$ cat config.mk
export PLATFORM = sky130hd
export DESIGN_NAME = cpu_seq_ctrl
export DESIGN_NICKNAME = d
export VERILOG_FILES = /design/src/rtl/cpu_seq_ctrl.sv
export SDC_FILE = /design/constraint.sdc
export NUM_CORES = 1
export LEC_CHECK = 0
export ABC_CLOCK_PERIOD_IN_PS = 3790
export BUFFER_PORTS_ARGS = -buffer_cell sky130_fd_sc_hd__buf_2
export CORE_AREA = 2 2 39 41
export CTS_CLUSTER_SIZE = 24
export DETAILED_ROUTE_END_ITERATION = 6
export DIE_AREA = 0 0 41 43
export PLACE_DENSITY_LB_ADDON = 0.08
export RECOVER_POWER = 50
export SYNTH_ARGS = -nofsm -noshare
export SYNTH_HDL_FRONTEND = slang
export SYNTH_SLANG_ARGS = --single-unit
$ cat constraint.sdc
create_clock -name clk1 -period 3.79 [get_ports clk1]
set_input_delay 0.5685 -clock clk1 [delete_from_list [all_inputs] [get_ports clk1]]
set_output_delay 0.5685 -clock clk1 [all_outputs]
set_load 0.01 [all_outputs]
$ cat src/rtl/cpu_seq_ctrl.sv
// cpu_seq_ctrl: eight-phase instruction sequencer for the accumulator CPU.
// Each instruction takes phases S0..S7. S0/S1 fetch two bytes, S3 may halt,
// and S4..S6 perform the opcode-specific memory, accumulator or PC work.
// The strobes are decoded combinationally from the phase, the halted flag,
// the opcode and the zero flag. The run enable and reset act as gates.

module cpu_seq_ctrl (
    input  logic       clk1,
    input  logic       rst,
    input  logic       ena,
    input  logic [2:0] opcode,
    input  logic       zero,
    output logic       load_ir,
    output logic       inc_pc,
    output logic       rd,
    output logic       wr,
    output logic       load_acc,
    output logic       load_pc,
    output logic       datactl_ena,
    output logic       halt,
    output logic [2:0] phase
);

    typedef enum logic [2:0] {
        S0 = 3'd0,
        S1 = 3'd1,
        S2 = 3'd2,
        S3 = 3'd3,
        S4 = 3'd4,
        S5 = 3'd5,
        S6 = 3'd6,
        S7 = 3'd7
    } state_t;

    localparam logic [2:0] OP_HLT = 3'b000;
    localparam logic [2:0] OP_SKZ = 3'b001;
    localparam logic [2:0] OP_ADD = 3'b010;
    localparam logic [2:0] OP_AND = 3'b011;
    localparam logic [2:0] OP_XOR = 3'b100;
    localparam logic [2:0] OP_LDA = 3'b101;
    localparam logic [2:0] OP_STO = 3'b110;
    localparam logic [2:0] OP_JMP = 3'b111;

    state_t state;
    logic   halted;
    logic   alu_op;

    assign alu_op = (opcode == OP_ADD) || (opcode == OP_AND) ||
                    (opcode == OP_XOR) || (opcode == OP_LDA);

    assign phase = state;

    // Phase counter and halt latch. Once halted, the sequencer parks at S3 until reset.
    always_ff @(posedge clk1 or negedge rst) begin
        if (!rst) begin
            state  <= S0;
            halted <= 1'b0;
        end else if (halted) begin
            state  <= state;
        end else if (!ena) begin
            state  <= S0;
        end else if ((state == S3) && (opcode == OP_HLT)) begin
            halted <= 1'b1;
        end else begin
            state  <= state_t'(state + 3'd1);
        end
    end

    // Strobe decode. Reset and run enable gate the strobes combinationally so they drop without a clock.
    always_comb begin
        load_ir     = 1'b0;
        inc_pc      = 1'b0;
        rd          = 1'b0;
        wr          = 1'b0;
        load_acc    = 1'b0;
        load_pc     = 1'b0;
        datactl_ena = 1'b0;
        halt        = 1'b0;
        if (!rst) begin
            halt = 1'b0;
        end else if (halted) begin
            halt = 1'b1;
        end else if (ena) begin
            case (state)
                S0, S1: begin
                    load_ir = 1'b1;
                    rd      = 1'b1;
                    inc_pc  = 1'b1;
                end
                S3: begin
                    halt = (opcode == OP_HLT);
                end
                S4: begin
                    rd          = alu_op;
                    datactl_ena = (opcode == OP_STO);
                    load_pc     = (opcode == OP_JMP);
                    inc_pc      = (opcode == OP_SKZ) && zero;
                end
                S5: begin
                    rd          = alu_op;
                    load_acc    = alu_op;
                    wr          = (opcode == OP_STO);
                    datactl_ena = (opcode == OP_STO);
                    load_pc     = (opcode == OP_JMP);
                    inc_pc      = (opcode == OP_SKZ) && zero;
                end
                S6: begin
                    datactl_ena = (opcode == OP_STO);
                end
                default: begin
                    halt = 1'b0;
                end
            endcase
        end
    end

endmodule

==> results.md <==
* Post-CTS setup buffers at 0
* Area delta synth->final at 29.5%
* Outcome: finished, final reports clean
* Min Tclk post-route at between 2 and 3 ns
* Crit. End Element: output port
* Top cells by area in the synthesized netlist: dfrtp_1, ha_1, nor4b_4
* DRC Markers at 0
* Ys async rst share at 100%
* Synth Area per Inst at 8.12 um2
* Max incr delay on CP at about 0.64 ns
* Gp weighted congestion at between 0.6 and 0.7
* Peak VDD IR at between 0.2 and 0.25 mV
* Full die area at 1760 um2
* Core area at approximately 1400 um2
* Area of the multi-input gates at around 230 um2
* Yosys cell types at 18
* Post-synth top cells: nor2_1, ha_1, inv_1, nand2_1
* Die X at a little over 40 um
* Via count at roughly 370
* Rows at 14
* Max Slew Vio Count at 0
* Crit path max fanout at 7
* Final nets at 79
* Area of the mapped netlist at 365 um2
* FMAX at between 300 and 400 MHz
* Layout cells sized above 1 at between 20% and 30%
* Critical path's most frequent cell: ha_1
* RSZ-0062 raised after global routing: false
* Filler cell count at between 150 and 200
* Clk root buf: clkbuf_4
* Reg-to-Reg Start: phase[0]
* Warnings, synthesis at 0
* CP Launch Type: register
* First-pass iteration count of the detailed router at 2
* Input/output buffers at 17
* R2R cell count at 5
* Final Cell Area at between 400 and 500 um2
* Antenna viol nets, final at 0
* Via density at approximately 4.5
* Cts repair resizes at 0
* Grt peak-use layer: met1
* Final hold violation count at 0
* First-pass GRT wire length at 1320 um
* Sequential area share after synthesis at 27.4%
* R2R Setup Slk at 1.88 ns
* H-tree Lvls at 1
* FF/Latch Area at roughly 100 um2
* Setup-failing EPs final at 0
* Global Route Usage Sum at 10.7%
* Initial core utilization at 26.4%
* Hold-fix buffers, CTS at 0
* Max cap viols at 0
* EDFF count, synth at 0
* Dpl cell area at about 470 um2
* GR Layer Usage met3 at approximately 3.1%
* Worst clock skew at 0.00332 ns
* Inserted Diodes at 0
* Actual slew at the worst max-slew pin at between 0.7 and 0.8 ns
* Vias in the first global route at about 310
* Drt wl/cell at between 9 and 10 um
* Ys flop type: dfrtp_1
* Rel. slew slack at between 40% and 50%
* Wirelength, routed at about 800 um
* Clk slew on worst S/H paths at roughly 0.040 ns
* Synth Instances at 45
* Drt initial violations at 5
* Top-count cell post-synth: nor2_1
* Clk Latency, worst-skew pair at approximately 0.23 ns
* Yosys top cell area share at a little over a quarter
* Flop and latch count out of synthesis at 4
* CTS buffer count at 3
* Post-Syn Nets at 57
* CTS tree: built
* Hold Path Class: input port to asynchronous set/reset pin
* Remaining Overflow, GRT at 0
* Setup_tns at 0 ns
* Kind of critical path: register to output port
* Clock sink count at 4
* M1 GR Usage at roughly 16%
* Worst-path cell chain: ha_1 > ha_1 > nor4b_1 > a21oi_1 > nor2b_1 > buf_2
* Die Height at 43 um
* Leak at roughly 0.00026 uW
* WP data required at about 3.2 ns
* Fin crit share at a little over two thirds
* GR Util met2 at approximately 14%
* IO Count at 18
* Antenna violations before repair at 0
* Cell taking the most area after synthesis: dfrtp_1
* Largest net degree at the start of global routing at 8
* Crit path arrival time at ~2.1 ns
* P per Cell Area at between 500 and 600 nW/um2
* Clock buffer depth at 2
* Dpl hpwl at approximately 670 um
* Slowest CP cell: nor4b_1
* Worst r2r dst: phase[1]
==> flip-flops by register name, indices dropped and copies added, names as in the netlist <==
register  count
phase         3
halted        1
==> stage by stage <==
step	total power [uW]	instances	worst slack, ns	hold WS (ns)	util [%]
floorplan	163	45	1.85	0.273	-
global placement	213	78	1.72	0.390	34.0
detailed placement	212	78	1.72	0.391	34.0
CTS	266	81	1.49	0.141	35.6
global route	287	81	0.712	0.206	34.2
finish	253	81	1.12	0.193	34.2
==> logic make-up after synthesis <==
group	synth area share, %
compound gates	10.3
xor+xnor	2.40
fa+ha+maj	17.1
simple gates	37.7
flops	27.4
buf+inv	5.14
==> power breakdown <==
group / internal (uW) / leakage (uW) / total (uW) / switching, uW
Clock: 35.2 / 0.0000138 / 50.2 / 15.0
Sequential: 59.6 / 0.0000528 / 87.3 / 27.7
Combinational: 49.8 / 0.000191 / 116 / 65.8
Total: 145 / 0.000257 / 253 / 108
==> final cells by class <==
| class | count | share of cell area (%) |
|---|---|---|
| clock buffer | 3 | 4.76 |
| inverter | 5 | 3.97 |
| multi-input combinational | 36 | 48.9 |
| sequential | 4 | 21.2 |
| tap | 16 | 4.23 |
| timing repair buffer | 17 | 16.9 |
==> placed cells by master (no fill, tap or decap), types with 2 or more instances in the layout <==
cell	synthesis	final
nor3_1	4	4
dfrtp_1	4	4
nand2_1	5	5
buf_2	0	13
clkbuf_4	0	3
clkbuf_1	0	4
nand3_1	4	4
ha_1	5	5
nor2_1	6	6
a21oi_1	2	2
inv_1	5	5
==> critical path, delay by kind of cell, from the launching register on <==
kind | cells | cell delay (ns)
AO/OA/AOI/OAI | 1 | 0.22
adder cells (fa/ha/maj) | 2 | 0.31
buffers and inverters | 1 | 0.13
flip-flops | 1 | 0.44
AND/OR/NAND/NOR | 2 | 0.78
==> layer usage <==
metal	wire, um	vias up
met3	76	0
li1	-	197
met2	356	14
met4	0	0
met5	0	-
met1	369	155
==> worst max-delay path by stage <==
| stage | startpoint | end | cells past startpoint |
|---|---|---|---|
| after floorplan | phase[0] | halt | 5 |
| after global placement | opcode[1] | halt | 5 |
| after detailed placement | opcode[1] | halt | 5 |
| after CTS | phase[0] | halt | 6 |
| after global routing | phase[0] | halt | 6 |
| final | phase[0] | halt | 6 |
Power figures use the tool's default switching activity.
